`src/rtl/decode_issue_ctrl_if.sv`:
```
// Fetch/decode handshake, immediate-generator link and stall counter of the decode issue controller.
// master = environment side (fetch, generator, downstream); slave = the controller.
interface decode_issue_ctrl_if #(
    parameter int AWIDTH = 32,
    parameter int DWIDTH = 32,
    parameter int CWIDTH = 16
);
    logic              f_valid_i;
    logic              f_ready_o;
    logic [AWIDTH-1:0] f_pc_i;
    logic [DWIDTH-1:0] f_insn_i;
    logic              flush_i;
    logic [6:0]        igen_opcode_o;
    logic [DWIDTH-1:0] igen_insn_o;
    logic [31:0]       igen_imm_i;
    logic              d_valid_o;
    logic              d_ready_i;
    logic [AWIDTH-1:0] d_pc_o;
    logic [DWIDTH-1:0] d_insn_o;
    logic [31:0]       d_imm_o;
    logic [CWIDTH-1:0] stall_cnt_o;

    modport master (
        output f_valid_i, f_pc_i, f_insn_i, flush_i, igen_imm_i, d_ready_i,
        input  f_ready_o, igen_opcode_o, igen_insn_o, d_valid_o, d_pc_o,
               d_insn_o, d_imm_o, stall_cnt_o
    );

    modport slave (
        input  f_valid_i, f_pc_i, f_insn_i, flush_i, igen_imm_i, d_ready_i,
        output f_ready_o, igen_opcode_o, igen_insn_o, d_valid_o, d_pc_o,
               d_insn_o, d_imm_o, stall_cnt_o
    );
endinterface

```
`src/rtl/decode_issue_ctrl.sv`:
```
// Fetch-to-decode issue controller: decode register plus one-entry skid register,
// immediate taken from an external combinational generator, saturating stall counter.
//
// state | meaning
// ------+------------------------------------------------
// EMPTY | decode register empty, skid empty
// BUSY  | decode register holds an instruction, skid empty
// FULL  | decode register and skid both hold instructions
module decode_issue_ctrl #(
    parameter int AWIDTH = 32,
    parameter int DWIDTH = 32,
    parameter int CWIDTH = 16
) (
    input  logic               clk,
    input  logic               reset,
    decode_issue_ctrl_if.slave bus
);
    typedef enum logic [1:0] {
        EMPTY = 2'd0,
        BUSY  = 2'd1,
        FULL  = 2'd2
    } state_t;

    localparam logic [DWIDTH-1:0] NOP_INSN = DWIDTH'(32'h0000_0013);

    state_t            state, state_nxt;
    logic [AWIDTH-1:0] s_pc;
    logic [DWIDTH-1:0] s_insn;
    logic [AWIDTH-1:0] d_pc;
    logic [DWIDTH-1:0] d_insn;
    logic [31:0]       d_imm;
    logic [CWIDTH-1:0] stall_cnt;

    logic              s_valid;
    logic              d_valid;
    logic              accept;
    logic              d_load;
    logic              s_load;
    logic [AWIDTH-1:0] src_pc;
    logic [DWIDTH-1:0] src_insn;

    assign d_valid  = (state != EMPTY);
    assign s_valid  = (state == FULL);
    assign accept   = bus.f_valid_i && !s_valid;
    assign src_pc   = s_valid ? s_pc : bus.f_pc_i;
    assign src_insn = s_valid ? s_insn : bus.f_insn_i;

    assign bus.f_ready_o     = !s_valid;
    assign bus.igen_insn_o   = src_insn;
    assign bus.igen_opcode_o = src_insn[6:0];
    assign bus.d_valid_o     = d_valid;
    assign bus.d_pc_o        = d_pc;
    assign bus.d_insn_o      = d_insn;
    assign bus.d_imm_o       = d_imm;
    assign bus.stall_cnt_o   = stall_cnt;

    always_ff @(posedge clk or posedge reset) begin
        if (reset) begin
            state <= EMPTY;
        end else begin
            state <= state_nxt;
        end
    end

    always_comb begin
        state_nxt = state;
        d_load    = 1'b0;
        s_load    = 1'b0;
        if (bus.flush_i) begin
            state_nxt = EMPTY;
        end else begin
            unique case (state)
                EMPTY: begin
                    if (accept) begin
                        d_load    = 1'b1;
                        state_nxt = BUSY;
                    end
                end
                BUSY: begin
                    if (bus.d_ready_i) begin
                        d_load    = accept;
                        state_nxt = accept ? BUSY : EMPTY;
                    end else if (accept) begin
                        s_load    = 1'b1;
                        state_nxt = FULL;
                    end
                end
                FULL: begin
                    // generator source is the skid here, so D picks up S with its immediate
                    if (bus.d_ready_i) begin
                        d_load    = 1'b1;
                        state_nxt = BUSY;
                    end
                end
                default: state_nxt = EMPTY;
            endcase
        end
    end

    always_ff @(posedge clk or posedge reset) begin
        if (reset) begin
            d_pc   <= '0;
            d_insn <= NOP_INSN;
            d_imm  <= '0;
        end else if (d_load) begin
            d_pc   <= src_pc;
            d_insn <= src_insn;
            d_imm  <= bus.igen_imm_i;
        end
    end

    always_ff @(posedge clk or posedge reset) begin
        if (reset) begin
            s_pc   <= '0;
            s_insn <= NOP_INSN;
        end else if (s_load) begin
            s_pc   <= bus.f_pc_i;
            s_insn <= bus.f_insn_i;
        end
    end

    // counts backpressured cycles regardless of flush; only reset clears it
    always_ff @(posedge clk or posedge reset) begin
        if (reset) begin
            stall_cnt <= '0;
        end else if (d_valid && !bus.d_ready_i && (stall_cnt != {CWIDTH{1'b1}})) begin
            stall_cnt <= stall_cnt + {{(CWIDTH-1){1'b0}}, 1'b1};
        end
    end
endmodule

```
`src/flat_wrapper.sv`:
```
// flat-port wrapper written by rule: the top's interface ports become plain ports
module decode_issue_ctrl_flat 
#(
    parameter int AWIDTH = 32,
    parameter int DWIDTH = 32,
    parameter int CWIDTH = 16
)
  (clk, reset, bus_f_valid_i, bus_f_pc_i, bus_f_insn_i, bus_flush_i, bus_igen_imm_i, bus_d_ready_i, bus_f_ready_o, bus_igen_opcode_o, bus_igen_insn_o, bus_d_valid_o, bus_d_pc_o, bus_d_insn_o, bus_d_imm_o, bus_stall_cnt_o);
  decode_issue_ctrl_if #(.AWIDTH(AWIDTH), .DWIDTH(DWIDTH), .CWIDTH(CWIDTH)) bus_i ();
  input  logic clk;
  input  logic reset;
  input wire logic [$bits(bus_i.f_valid_i)-1:0] bus_f_valid_i;
  input wire logic [$bits(bus_i.f_pc_i)-1:0] bus_f_pc_i;
  input wire logic [$bits(bus_i.f_insn_i)-1:0] bus_f_insn_i;
  input wire logic [$bits(bus_i.flush_i)-1:0] bus_flush_i;
  input wire logic [$bits(bus_i.igen_imm_i)-1:0] bus_igen_imm_i;
  input wire logic [$bits(bus_i.d_ready_i)-1:0] bus_d_ready_i;
  output wire logic [$bits(bus_i.f_ready_o)-1:0] bus_f_ready_o;
  output wire logic [$bits(bus_i.igen_opcode_o)-1:0] bus_igen_opcode_o;
  output wire logic [$bits(bus_i.igen_insn_o)-1:0] bus_igen_insn_o;
  output wire logic [$bits(bus_i.d_valid_o)-1:0] bus_d_valid_o;
  output wire logic [$bits(bus_i.d_pc_o)-1:0] bus_d_pc_o;
  output wire logic [$bits(bus_i.d_insn_o)-1:0] bus_d_insn_o;
  output wire logic [$bits(bus_i.d_imm_o)-1:0] bus_d_imm_o;
  output wire logic [$bits(bus_i.stall_cnt_o)-1:0] bus_stall_cnt_o;
  assign bus_i.f_valid_i = bus_f_valid_i;
  assign bus_i.f_pc_i = bus_f_pc_i;
  assign bus_i.f_insn_i = bus_f_insn_i;
  assign bus_i.flush_i = bus_flush_i;
  assign bus_i.igen_imm_i = bus_igen_imm_i;
  assign bus_i.d_ready_i = bus_d_ready_i;
  assign bus_f_ready_o = bus_i.f_ready_o;
  assign bus_igen_opcode_o = bus_i.igen_opcode_o;
  assign bus_igen_insn_o = bus_i.igen_insn_o;
  assign bus_d_valid_o = bus_i.d_valid_o;
  assign bus_d_pc_o = bus_i.d_pc_o;
  assign bus_d_insn_o = bus_i.d_insn_o;
  assign bus_d_imm_o = bus_i.d_imm_o;
  assign bus_stall_cnt_o = bus_i.stall_cnt_o;
  decode_issue_ctrl #(.AWIDTH(AWIDTH), .DWIDTH(DWIDTH), .CWIDTH(CWIDTH)) u_core (.clk(clk), .reset(reset), .bus(bus_i));
endmodule
```
`config.mk`:
```
export PLATFORM = sky130hd
export DESIGN_NAME = decode_issue_ctrl_flat
export DESIGN_NICKNAME = d
export VERILOG_FILES = /design/src/rtl/decode_issue_ctrl_if.sv /design/src/rtl/decode_issue_ctrl.sv /design/src/flat_wrapper.sv
export SDC_FILE = /design/constraint.sdc
export NUM_CORES = 1
export LEC_CHECK = 0
export BUFFER_PORTS_ARGS = -buffer_cell sky130_fd_sc_hd__buf_2
export CAP_MARGIN = 10
export CORE_ASPECT_RATIO = 0.75
export CORE_UTILIZATION = 48
export DETAILED_ROUTE_END_ITERATION = 10
export PLACE_DENSITY = 0.78
export SLEW_MARGIN = 0
export SYNTH_ARGS = -nofsm -noshare
export SYNTH_HDL_FRONTEND = slang
export SYNTH_SLANG_ARGS = --single-unit
```
`constraint.sdc`:
```
create_clock -name clk -period 6.7 [get_ports clk]
set_clock_uncertainty 0.05 [all_clocks]
set_input_delay 0.67 -clock clk [delete_from_list [all_inputs] [get_ports clk]]
set_output_delay 0.67 -clock clk [all_outputs]
set_load 0.005 [all_outputs]
```
==> metrics.md <==
| Metric | Value |
|---|---|
| First-pass GRT wire length | 26200 µm |
| Fmax | 0.316 GHz |
| Synth Register Bits | 178 |
| CP max FO | 60 |
| Die Wd | 148 µm |
| Final HPWL from detailed placement | 11200 µm |
| Final Cycle Share | 47.2% |
| Fin Setup TNS | 0 ns |
| Slew Limit Fails | 0 |
| WL/cell | 16.6 µm |
| Pin count of the biggest net entering global routing | 117 |
| Crit-path cells | nor2b_1, and2_1, o21bai_4, buf_4, mux2_2 |
| RSZ-0062 raised after global routing | no |
| Cell row count | 39 |
| Final ANT Viol Nets | 0 |
| Max-cap violations | 0 |
| Critical path class | reg -> reg |
| Cell area after synthesis | 7670 µm² |
| Synth warn | 0 |
| DRC Markers | 0 |
| IO Count | 254 |
| Crit path max-delay cell type | o21bai_4 |
| Main area contributors after synthesis | dfrtp_1, mux2_2, dfstp_2, mux2_1, buf_2 |
| Crit path largest cell delay | 0.84 ns |
| Area after DPL | 9050 µm² |
| Power Density | 314 nW/µm² |
| Clk root buf | clkbuf_16 |
| Startpoint Class | register |
| Register area share after synthesis | 58.2% |
| Yosys top cell by area | dfrtp_1 |
| # port buffers | 253 |
| Worst hold path type | in -> reg |
| Peak VDD IR | 0.000224 V |
| 1st-pass router iterations | 4 |
| Top cell type's share of synthesized area | 56.1% |
| Total routed wirelength | 16100 µm |
| Via Count | 4993 |
| Latest clock arrival within the worst-skew pair | 0.41 ns |
| Die area | 16500 µm² |
| CTS tree | yes |
| # clock sinks | 178 |
| Fin area | 9660 µm² |
| Hold buffers post-CTS | 0 |
| Number of global-route vias before repair | 5193 |
| Minimum clock period | 3.16 ns |
| DR iter-0 viols | 168 |
| Post-synth EDFFs | 0 |
| Setup violators final | 0 |
| Total grt overflow | 0 |
| Die height | 111 µm |
| Gr usage total | 20.2% |
| Status | finished, final reports clean |
| CP required | 6.94 ns |
| Antenna Cells | 0 |
| Layout cells sized above 1 | 66.8% |
| GPL Wtd Cong | 0.868 |
| Slew headroom | 26.9% |
| Main synth FF type | dfrtp_1 |
| Buffer depth of the longest clock path | 2 |
| Starting density of the core | 49.7% |
| Mapped Avg Cell Area | 15.1 µm² |
| Crit path DAT | 3.41 ns |
| Post-CTS resize count | 0 |
| Post-CTS Setup Bufs | 0 |
| Final Hold Vio Count | 0 |
| CTS clk-pin slew, worst paths | 0.07 ns |
| Via-to-Cell Ratio | 5.15 |
| CTS H-tree lvls | 4 |
| Syn_nets | 611 |
| Lkg Pwr | 4.62 nW |
| Final net count | 854 |
| Synth cell types | 33 |
| Critical path capture point type | register |
| Area Overhead vs Synth | 25.9% |
| Async SR Flop Fraction | 100% |
| Worst-margin pin slew | 1.09 ns |
| Total CTS buffers | 17 |
| Placeable Area | 15400 µm² |
| Cells after synthesis | 509 |
| Initial antenna violation count | 0 |
[placed cells by master (no fill, tap or decap), drive strengths merged]
master,netlist,routed
a211oi,1,1
a21boi,1,1
a21oi,4,4
a41oi,2,2
and2,3,3
and3,1,1
and4,3,3
buf,31,255
bufinv,0,3
clkbuf,0,18
clkinv,0,8
dfrtp,172,172
dfstp,6,6
ha,1,1
inv,1,4
mux2,225,225
mux2i,1,1
nand2,8,8
nand2b,1,1
nand3,9,9
nand4,5,5
nor2,8,8
nor2b,1,1
nor3,3,3
nor3b,1,1
o21ba,1,1
o21bai,2,2
or2,2,2
or3b,1,1
or4,1,1
xnor2,9,9
xor2,5,5
[state kept, by name, indices dropped and copies added, names as in the netlist]
signal and cells:
u_core.bus.d_insn_o 32, u_core.s_insn 32, u_core.bus.stall_cnt_o 16, u_core.state 2, u_core.bus.d_pc_o 32, u_core.s_pc 32, u_core.bus.d_imm_o 32
[cells by family after synthesis]
kind of cell             count (synthesis)  share of synthesized area [%]
buffers and inverters                   32                           2.55
flip-flops                             178                           58.2
XOR/XNOR                                14                           1.60
multiplexers                           226                           33.2
AO/OA/AOI/OAI                           11                           1.06
AND/OR/NAND/NOR                         47                           3.28
adder cells (fa/ha/maj)                  1                          0.163
[power breakdown]
part | leakage [nW] | switching, mW | internal [mW]
clock network | 0.299 | 0.420 | 0.593
logic | 2.18 | 0.222 | 0.335
registers | 2.15 | 0.136 | 1.33
total | 4.62 | 0.778 | 2.25
[metal layers]
layer  vias up  GRT usage, %  part of all wire [%]
met4         0          7.56                   1.6
li1       2304             -                     -
met5         -             0                     0
met1      2506          25.3                    44
met2       161          34.3                    49
met3        22          4.39                   5.2
[per-stage QoR]
stage / util (%) / setup slack [ns] / power (mW) / instances / hold WS [ns]
after floorplan: - / 1.16 / 1.78 / 509 / 0.425
after global placement: 58.7 / 3.31 / 2.00 / 938 / 0.419
after detailed placement: 58.7 / 3.22 / 2.04 / 938 / 0.426
after CTS: 62.6 / 3.50 / 3.06 / 970 / 0.374
after global routing: 62.6 / 3.29 / 3.18 / 970 / 0.386
final: 62.6 / 3.54 / 3.03 / 970 / 0.390
[critical path: cells and delay by family, from the launching register on]
family / cells / cell delay, ns
AOI/OAI and AO/OA: 1 / 0.84
and+or+nand+nor: 2 / 0.37
buffers and inverters: 1 / 0.75
muxes: 1 / 0.42
DFF: 1 / 0.51
[cell type report]
type                    count  area [µm²]
inverters                   1        8.76
multi-input cells         299        3040
repair buffers            255        1280
clock inverters            14         179
clock buffers              18         429
flip-flops and latches    178        4460
fillers                  1167        5760
well taps                 205         256
[path summary, 6_finish.rpt]
kind	start	endpoint	slack, ns	cells after the start
worst max-delay path	u_core.state[1]	u_core.bus.d_imm_o[21]	3.54	5
worst min-delay path	bus_flush_i	u_core.state[0]	0.39	2
worst max register to register	u_core.state[1]	u_core.bus.d_imm_o[21]	3.54	5
worst min register to register	u_core.bus.d_pc_o[3]	u_core.bus.d_pc_o[3]	0.45	1
max in group asynchronous	reset	u_core.bus.d_pc_o[29]	4.75	3
min in group asynchronous	reset	u_core.bus.d_imm_o[28]	0.42	2
[Yosys cell counts, drive strengths merged, types with 2 or more instances]
cell and number:
a21oi 4, a41oi 2, and2 3, and4 3, buf 31, dfrtp 172, dfstp 6, mux2 225
nand2 8, nand3 9, nand4 5, nor2 8, nor3 3, o21bai 2, or2 2, xnor2 9
xor2 5
No activity file was read; power rests on OpenSTA's default activity.
